<file path="src/rtl/pixel_fifo_pkg.sv">
// Shared types for the PPU pixel FIFO and the sprite mixer.
// Latency: n/a (types, constants and one pure helper function).
// Backpressure: n/a.
package pixel_fifo_pkg;

    // Default slot geometry used by fifo_slot_t.
    localparam int DEF_PIX_W  = 2;
    localparam int DEF_ATTR_W = 2;

    typedef enum logic {
        FIFO_QUEUE = 1'b0,
        FIFO_MERGE = 1'b1
    } fifo_mode_e;

    // Colour index 0 never reaches the screen; a merge may overwrite it.
    localparam logic [DEF_PIX_W-1:0] TRANSPARENT_PIX = '0;

    // The colour index sits in the low bits so that the transparency test
    // is a simple low-field compare on a flat slot vector.
    typedef struct packed {
        logic [DEF_ATTR_W-1:0] attr;
        logic [DEF_PIX_W-1:0]  pix;
    } fifo_slot_t;

    // A merge always leaves at least one full row queued.
    function automatic int unsigned merge_extent(input int unsigned occ,
                                                 input int unsigned row);
        return (occ > row) ? occ : row;
    endfunction

endpackage

</file>
<file path="src/rtl/row_merge_unit.sv">
// Overlays a freshly fetched row onto the ROW slots at the head of a queue.
// Latency: purely combinational.
// Backpressure: none; the caller decides when the write enables are used.
//
// Ports:
//   old_slots_i    ROW existing slots, slot i at [i*SLOT_W +: SLOT_W], {attr,pix}
//   occupancy_i    number of live slots; slots at index >= occupancy are free
//   new_pixels_i   new row, pixel i at [i*PIX_W +: PIX_W]
//   new_attr_i     attributes for every pixel of the new row
//   merged_slots_o resulting slots (equal to old where not written)
//   slot_we_o      per-slot write enable
module row_merge_unit
    import pixel_fifo_pkg::*;
#(
    parameter int PIX_W  = DEF_PIX_W,
    parameter int ATTR_W = DEF_ATTR_W,
    parameter int ROW    = 8,
    parameter int OCC_W  = 5
) (
    input  logic [ROW*(PIX_W+ATTR_W)-1:0] old_slots_i,
    input  logic [OCC_W-1:0]              occupancy_i,
    input  logic [ROW*PIX_W-1:0]          new_pixels_i,
    input  logic [ATTR_W-1:0]             new_attr_i,
    output logic [ROW*(PIX_W+ATTR_W)-1:0] merged_slots_o,
    output logic [ROW-1:0]                slot_we_o
);

    localparam int SLOT_W = PIX_W + ATTR_W;
    localparam logic [PIX_W-1:0] CLEAR_PIX = PIX_W'(TRANSPARENT_PIX);

    always_comb begin
        merged_slots_o = old_slots_i;
        slot_we_o      = '0;
        for (int i = 0; i < ROW; i++) begin
            // Free slot, or an occupied one showing transparent colour: the
            // new pixel goes in. Otherwise the older (lower-X) pixel wins.
            if ((occupancy_i <= OCC_W'(i)) ||
                (old_slots_i[i*SLOT_W +: PIX_W] == CLEAR_PIX)) begin
                merged_slots_o[i*SLOT_W +: SLOT_W] = {new_attr_i, new_pixels_i[i*PIX_W +: PIX_W]};
                slot_we_o[i] = 1'b1;
            end
        end
    end

endmodule

</file>
<file path="src/rtl/pixel_row_fifo.sv">
// Pixel queue between the BG/sprite fetchers and the mixer: rows in, pixels out.
// Latency: 1 cycle from an accepted pop to pixel_valid_out; rows visible next cycle.
// Backpressure: queue mode stalls rows until ROW slots are free; merge mode stalls on a pop.
//
// Ports:
//   clk_in, rst_in          clock, asynchronous active-high reset
//   tclk_in                 T-cycle enable gating pops
//   merge_mode_in           0 = append rows, 1 = overlay rows onto the head
//   flush_in                synchronous clear, beats push and pop
//   push_valid_in / push_ready_out / push_pixels_in / push_attr_in   row input
//   pop_in                  mixer pixel request
//   pixel_out / attr_out / pixel_valid_out                           pixel output
//   occupancy_out / empty_out                                        fill status
module pixel_row_fifo
    import pixel_fifo_pkg::*;
#(
    parameter int PIX_W  = DEF_PIX_W,
    parameter int ATTR_W = DEF_ATTR_W,
    parameter int ROW    = 8,
    parameter int DEPTH  = 16
) (
    input  logic                       clk_in,
    input  logic                       rst_in,
    input  logic                       tclk_in,
    input  logic                       merge_mode_in,
    input  logic                       flush_in,
    input  logic                       push_valid_in,
    output logic                       push_ready_out,
    input  logic [ROW*PIX_W-1:0]       push_pixels_in,
    input  logic [ATTR_W-1:0]          push_attr_in,
    input  logic                       pop_in,
    output logic [PIX_W-1:0]           pixel_out,
    output logic [ATTR_W-1:0]          attr_out,
    output logic                       pixel_valid_out,
    output logic [$clog2(DEPTH):0]     occupancy_out,
    output logic                       empty_out
);

    localparam int PTR_W  = $clog2(DEPTH);
    localparam int OCC_W  = PTR_W + 1;
    localparam int SLOT_W = PIX_W + ATTR_W;

    // Slot storage: {attr, pix} per entry, deliberately not reset.
    logic [SLOT_W-1:0] slot_q [DEPTH];

    logic [PTR_W-1:0]  rd_ptr_q, rd_ptr_d;
    logic [PTR_W-1:0]  wr_ptr_q, wr_ptr_d;
    logic [OCC_W-1:0]  occ_q,    occ_d;
    logic [PIX_W-1:0]  pix_q,    pix_d;
    logic [ATTR_W-1:0] attr_q,   attr_d;
    logic              valid_q,  valid_d;

    fifo_mode_e        mode;
    logic              pop_fire;
    logic              push_fire;
    logic              queue_push;
    logic              merge_push;
    logic [OCC_W-1:0]  free_slots;
    logic [OCC_W-1:0]  merge_len;
    logic [SLOT_W-1:0] head_slot;

    logic [ROW*SLOT_W-1:0] head_row;
    logic [ROW*SLOT_W-1:0] merged_row;
    logic [ROW-1:0]        merge_we;

    assign mode = merge_mode_in ? FIFO_MERGE : FIFO_QUEUE;

    // ------------------------------------------------------------------
    // Handshakes
    // ------------------------------------------------------------------
    assign pop_fire   = tclk_in & pop_in & (occ_q != '0);
    assign free_slots = OCC_W'(DEPTH) - occ_q;

    // Queue mode judges space on pre-pop occupancy, so a concurrent pop never
    // feeds back into ready. Merge mode rewrites the head slots the pop would
    // read, so the two are kept apart.
    always_comb begin
        if (mode == FIFO_MERGE) begin
            push_ready_out = ~pop_fire;
        end else begin
            push_ready_out = (free_slots >= OCC_W'(ROW));
        end
    end

    assign push_fire  = push_valid_in & push_ready_out;
    assign queue_push = push_fire & ~flush_in & (mode == FIFO_QUEUE);
    assign merge_push = push_fire & ~flush_in & (mode == FIFO_MERGE);

    // ------------------------------------------------------------------
    // Merge datapath: the ROW slots starting at the read pointer
    // ------------------------------------------------------------------
    always_comb begin
        head_row = '0;
        for (int i = 0; i < ROW; i++) begin
            head_row[i*SLOT_W +: SLOT_W] = slot_q[rd_ptr_q + PTR_W'(i)];
        end
    end

    row_merge_unit #(
        .PIX_W  (PIX_W),
        .ATTR_W (ATTR_W),
        .ROW    (ROW),
        .OCC_W  (OCC_W)
    ) u_merge (
        .old_slots_i    (head_row),
        .occupancy_i    (occ_q),
        .new_pixels_i   (push_pixels_in),
        .new_attr_i     (push_attr_in),
        .merged_slots_o (merged_row),
        .slot_we_o      (merge_we)
    );

    assign merge_len = OCC_W'(merge_extent(32'(occ_q), 32'(ROW)));
    assign head_slot = slot_q[rd_ptr_q];

    // ------------------------------------------------------------------
    // Next state
    // ------------------------------------------------------------------
    always_comb begin
        rd_ptr_d = rd_ptr_q;
        wr_ptr_d = wr_ptr_q;
        occ_d    = occ_q;
        pix_d    = pix_q;
        attr_d   = attr_q;
        valid_d  = 1'b0;

        if (flush_in) begin
            rd_ptr_d = '0;
            wr_ptr_d = '0;
            occ_d    = '0;
        end else begin
            if (pop_fire) begin
                pix_d    = head_slot[PIX_W-1:0];
                attr_d   = head_slot[SLOT_W-1:PIX_W];
                valid_d  = 1'b1;
                rd_ptr_d = rd_ptr_q + 1'b1;
                occ_d    = occ_q - 1'b1;
            end
            if (queue_push) begin
                wr_ptr_d = wr_ptr_q + PTR_W'(ROW);
                occ_d    = occ_d + OCC_W'(ROW);
            end
            // merge_push excludes pop_fire, so rd_ptr_q/occ_q are current.
            if (merge_push) begin
                wr_ptr_d = rd_ptr_q + merge_len[PTR_W-1:0];
                occ_d    = merge_len;
            end
        end
    end

    // ------------------------------------------------------------------
    // State registers
    // ------------------------------------------------------------------
    always_ff @(posedge clk_in or posedge rst_in) begin
        if (rst_in) begin
            rd_ptr_q <= '0;
            wr_ptr_q <= '0;
            occ_q    <= '0;
            pix_q    <= '0;
            attr_q   <= '0;
            valid_q  <= 1'b0;
        end else begin
            rd_ptr_q <= rd_ptr_d;
            wr_ptr_q <= wr_ptr_d;
            occ_q    <= occ_d;
            pix_q    <= pix_d;
            attr_q   <= attr_d;
            valid_q  <= valid_d;
        end
    end

    always_ff @(posedge clk_in) begin
        for (int i = 0; i < ROW; i++) begin
            if (queue_push) begin
                slot_q[wr_ptr_q + PTR_W'(i)] <= {push_attr_in, push_pixels_in[i*PIX_W +: PIX_W]};
            end else if (merge_push && merge_we[i]) begin
                slot_q[rd_ptr_q + PTR_W'(i)] <= merged_row[i*SLOT_W +: SLOT_W];
            end
        end
    end

    assign pixel_out       = pix_q;
    assign attr_out        = attr_q;
    assign pixel_valid_out = valid_q;
    assign occupancy_out   = occ_q;
    assign empty_out       = (occ_q == '0);

endmodule

</file>
<file path="config.mk">
export PLATFORM = sky130hd
export DESIGN_NAME = pixel_row_fifo
export DESIGN_NICKNAME = d
export VERILOG_FILES = /design/src/rtl/pixel_fifo_pkg.sv /design/src/rtl/row_merge_unit.sv /design/src/rtl/pixel_row_fifo.sv
export SDC_FILE = /design/constraint.sdc
export NUM_CORES = 1
export LEC_CHECK = 0
export ABC_AREA = 1
export BUFFER_PORTS_ARGS = -buffer_cell sky130_fd_sc_hd__buf_2
export CAP_MARGIN = 20
export CORE_MARGIN = 10
export CORE_UTILIZATION = 30
export DETAILED_ROUTE_END_ITERATION = 12
export PLACE_DENSITY = 0.54
export SYNTH_ARGS = -nofsm -noshare
export SYNTH_HDL_FRONTEND = slang
export SYNTH_SLANG_ARGS = --single-unit
</file>
<file path="constraint.sdc">
create_clock -name clk_in -period 4.2 [get_ports clk_in]
set_input_delay 0.21 -clock clk_in [delete_from_list [all_inputs] [get_ports clk_in]]
set_output_delay 0.21 -clock clk_in [all_outputs]
set_load 0.01 [all_outputs]
</file>
# Word-level counts from Yosys, hierarchy flattened
# Memory sizes are Yosys's and may differ from the RTL's.
# Cells that the tools add are included.
# word_totals
regBits	18
mem_bits_rw	64
inputBits	25
elab_cells	165
mem_count	1
# classes
add_sub_neg	19
magnitude_cmp	10
n_eq_ne	1
muxes	81
n_bitwise	9
reduce_logical	37
# memory_table
name	depth	word_bits	rd	rd_ports_with_merged_regs	write_ports	line	source
slot_q	16	4	8	0	8	pixel_row_fifo.sv:44	logic [SLOT_W-1:0] slot_q [DEPTH];
# op_table
operator	count
4-bit 2-to-1 mux	29
1-bit 2-to-1 mux	46
4-bit by 3-bit adder with 4-bit output, second input constant	8
4-bit OR reduction	8
5-bit 2-to-1 mux	6
5-bit by 3-bit <= comparator with 1-bit output, second input constant	4
4-bit by 2-bit adder with 4-bit output, second input constant	4
2-bit zero test	8
5-bit by 1-bit <= comparator with 1-bit output, second input constant	2
5-bit by 2-bit <= comparator with 1-bit output, second input constant	2
4-bit by 1-bit adder with 4-bit output, second input constant	2
1-bit logical AND	8
1-bit logical OR	8
1-bit AND	6
5-bit by 4-bit adder with 5-bit output, second input constant	1
5-bit by 4-bit >= comparator with 1-bit output, second input constant	1
5-bit by 4-bit > comparator with 1-bit output, second input constant	1
5-bit zero test	1
5-bit nonzero test	1
5-bit by 1-bit subtractor with 5-bit output, second input constant	1
5-bit subtractor, first input constant	1
4-bit adder	1
4-bit adder, second input constant	1
3-bit inequality test, second input constant	1
other kinds (4)	6

# Logic depth before layout (Yosys ltp)
# logic_depth
word_depth	13
ltp_mapped	28
depth_no_buf	24

# Hierarchy
# Synthesis repeated with hierarchy kept, for this count alone.
# hier_totals
hier_cells	2687
hier_area_um2	13895.8
# modules_own_cells
mod	instances	cells_each	area_each_um2
pixel_row_fifo	1	2558	13321.5
row_merge_unit	1	129	574.3

# Worst setup path after synthesis
# Ideal clock, no wire load.
# synth_timing
path_kind	register to register
startpoint	register rd_ptr_q[0]
endpoint	memory slot_q[14][0] (netlist bit), enable pin
setup_ns	0.296
t_arrival_ns	3.307
required_ns	3.904
slack_ns	0.597
stages_incl_launch_ff	24
n_path_buf	5
path_cell_list	dfrtp_1 -> buf_6 -> inv_2 -> buf_6 -> clkbuf_1 -> clkbuf_1 -> ha_1 -> inv_1 -> buf_2 -> nand3_1 -> nand2_1 -> nor2_1 -> o21ai_1 -> nand3_1 -> nand2_2 -> nand2_1 -> o21ai_1 -> nor2_1 -> inv_1 -> nor2_1 -> nor2_1 -> clkinv_1 -> nor3_1 -> nand4_1
# synth_lines
element	line	source
from (decl)	pixel_row_fifo.sv:46	logic [PTR_W-1:0] rd_ptr_q, rd_ptr_d;
from (signal assigned)	pixel_row_fifo.sv:163	rd_ptr_q <= rd_ptr_d;
to (decl)	pixel_row_fifo.sv:44	

==> results.toml <==
[run_status]
status = "finished clean"

[global_route]
grt_max_degree = 73
grt_pass1_vias = 10200
antenna_found_initial = 0
grt_pass1_wl_um = 59600
track_usage_pct = 19.0
grt.overflow.total = 0

[placed_design]
numPortBuffers = 36
gp_congestion = 1.01
dp_hpwl_um = 32600
pre_cts_slack_ps = 142

[cts]
cts_buffers = 9
cts_buffer_depth = 2
h-tree-depth = 3
clk_latency_ps = 350
cts_tree = "built"
clkSinkCount = 82
path_clk_slew_ps = 60
cts_root_buf = "clkbuf_16"

[power]
pwr-share-comb_pct = 50.2
finalPower_mw = 3.69
internal_power_mw = 1.96
power_density_mw_per_mm2 = 343
p_leak_nw = 4.87
power.share.switching_pct = 46.8
p_sw_mw = 1.73
vdd_drop_max_mv = 0.221
clock_power_share_pct = 20.1
p_seq_share_pct = 29.7

[layout]
n_antenna_cell = 0
final_net_count = 1699
mostFrequentLayoutCell = "nand2_1"
fin_util_pct = 33.2
nFillCells = 3658
area_growth_pct = 9.89
final_cell_mix = "nand2_1, inv_1, nand3_1"
seq_area_mm2 = 0.00237
layout-drive-gt1-share_pct = 11.6
multiInputGateArea_mm2 = 0.00614

[critical_path]
cp_top_family = "simple AND/OR/NAND/NOR gates"
cp-start-kind = "flip-flop"
crit_arrival_ps = 3950
worst_path_max_delay_cell = "o21ai_0"
crit_path_end_kind = "flip-flop"
crit_top_cell = "nand2_1"
path_cells = "inv_2 > buf_4 > nand2_1 > nand2_1 > nand2_1 > nand3_1 > o2111ai_1 > o21ai_0 > nand2_1 > o21ai_0 > inv_1 > nand3_1 > o21ai_0 > nor2_1 > nand3_1"
rr_startpoint = "rd_ptr_q[0]$_DFFE_PP0P_"
cp.required_ps = 4240
r2r_slack_ps = 290
reg2reg_depth = 15
r2r-end = "slot_q[6][0]$_DFFE_PP_"
max_stage_delay_ps = 510
setup.worst_path.class = "flip-flop to flip-flop"
crit_fanout = 37
crit_buf_inv = 3

[die]
die_h_um = 201
dieArea_mm2 = 0.0403
initial_core_util_pct = 30.2
num_rows = 66
pin_count = 37
die_w_um = 201
placeableCoreArea_mm2 = 0.0324

[yosys]
yosys_warnings = 0
synth_enable_flop_cells = 64
async_flop_share_pct = 22.0
syn_inst = 1644
ys_types = 49
syn-num-nets = 1692
synth_ff_type = "edfxtp_1"
synth_seq_area_share_pct = 24.2
netlist_area_mm2 = 0.00979
syn_area_per_cell_um2 = 5.96
ys_ff_latch = 82

[timing]
hold_viol_final = 0
period_share_pct = 93.2
finalClockSkew_ps = 5.96
worst_slew_pin_slew_ps = 734
setup_ws_ps = 286
fin_setup_tns_ps = 0
setup_viol = 0
grt_setup_unrepaired = "true"
max_freq_ghz = 0.255
holdWs_ps = 108
final_max_slew_viol_count = 0
relSlewSlack_pct = 51.0
final.min_clock_period_ps = 3910

[detailed_routing]
drc = 0
routed_wl_um = 39400
ant_nets = 0
drtIter0Drc = 1271
wl_per_cell_um = 18.8
dr_total_vias = 10800
vias_per_cell = 5.17
dr.pass1.iters = 6

[hold_path]
hp-start = "flush_in"
hold_class = "primary input to flip-flop"
whs_path_depth = 2
holdPathEnd = "occupancy_out[3]$_DFF_PP0_"

[job]
maxCapViolCount = 0
synth_stat cells, drive strengths merged (2+ instances only):
library cell	n	area share (%)
inv	231	8.9
a21oi	103	5.5
buf	24	2.0
xor2	13	1.2
o31ai	2	0.15
clkinv	11	0.42
nor3	20	1.1
o221ai	2	0.18
o22ai	15	0.96
nand2	494	20
a41oi	2	0.18
o2111ai	5	0.45
or2	2	0.13
o21ai	141	7.7
edfxtp	64	20
nand3	189	10
nor2	184	8.2
nand3b	4	0.31
xnor2	5	0.60
dfrtp	18	4.6
o211ai	5	0.38
nand4	14	1.0
clkbuf	55	2.1
ha	22	2.8
a211oi	3	0.23
o21bai	7	0.54
nor4	4	0.26
power groups by stage:
stage          registers [mW]  clock network, mW  logic (mW)
2_1_floorplan            1.10                  0        1.24
3_5_place_dp             1.11                  0        1.82
3_3_place_gp             1.11                  0        1.82
4_1_cts                  1.10              0.762        1.83
5_1_grt                  1.11              0.793        2.04
6_report                 1.10              0.740        1.85
registers in the layout (all words and copies together), names as in the netlist:
signal / cells
rd_ptr_q: 4
wr_ptr_q: 4
attr_out: 2
pixel_out: 2
occupancy_out: 5
pixel_valid_out: 1
slot_q: 64
worst max path at each step:
stage / depth (start not counted) / slack, ps / endpoint / start
3_3_place_gp: 17 / 230 / slot_q[9][2]$_DFFE_PP_ / occupancy_out[0]$_DFFE_PP0P_
6_report: 15 / 290 / slot_q[6][0]$_DFFE_PP_ / rd_ptr_q[0]$_DFFE_PP0P_
3_5_place_dp: 17 / 140 / slot_q[9][2]$_DFFE_PP_ / occupancy_out[0]$_DFFE_PP0P_
5_1_grt: 22 / -60 / slot_q[15][0]$_DFFE_PP_ / occupancy_out[0]$_DFFE_PP0P_
4_1_cts: 17 / 110 / slot_q[9][0]$_DFFE_PP_ / occupancy_out[0]$_DFFE_PP0P_
2_1_floorplan: 23 / 600 / slot_q[14][0]$_DFFE_PP_ / rd_ptr_q[0]$_DFFE_PP0P_
per-stage QoR:
stage / area [um2] / instances
6_report: 10800 / 2098
5_1_grt: 10800 / 2098
4_1_cts: 10700 / 2097
3_5_place_dp: 10400 / 2080
3_3_place_gp: 10400 / 2080
2_1_floorplan: 9790 / 1644
repair_timing:
action	CTS	global route
setup endpoints to repair	0	59
gates resized for setup	0	7
setup buffers	0	1
endpoints found under the hold margin	15	0
hold buffers	1	0
kinds of logic after synthesis:
kind of cell / Yosys count / synth area share [%]
AOI/OAI and AO/OA: 289 / 16.6
and+or+nand+nor: 911 / 41.1
buffers and inverters: 321 / 13.3
DFF: 82 / 24.2
adders and majority gates: 23 / 3.02
xor gates and xnor gates: 18 / 1.76
routing by layer:
layer  track usage [%]  wire length, um  up-vias
met4              5.00              925        0
li1                  -                -     5315
met2              30.6            17700      396
met3              2.55             2640       50
met5                 0                0        -
met1              26.1            18100     5078
area by class of cell:
type / instances / area share, %
multi-input cells: 1241 / 57.0
flip-flops and latches: 82 / 22.1
repair buffers: 75 / 4.80
clock buffers: 11 / 2.16
well taps: 442 / 5.14
clock inverters: 5 / 0.372
inverters: 242 / 8.44
No activity file was read; power rests on OpenSTA's default activity.
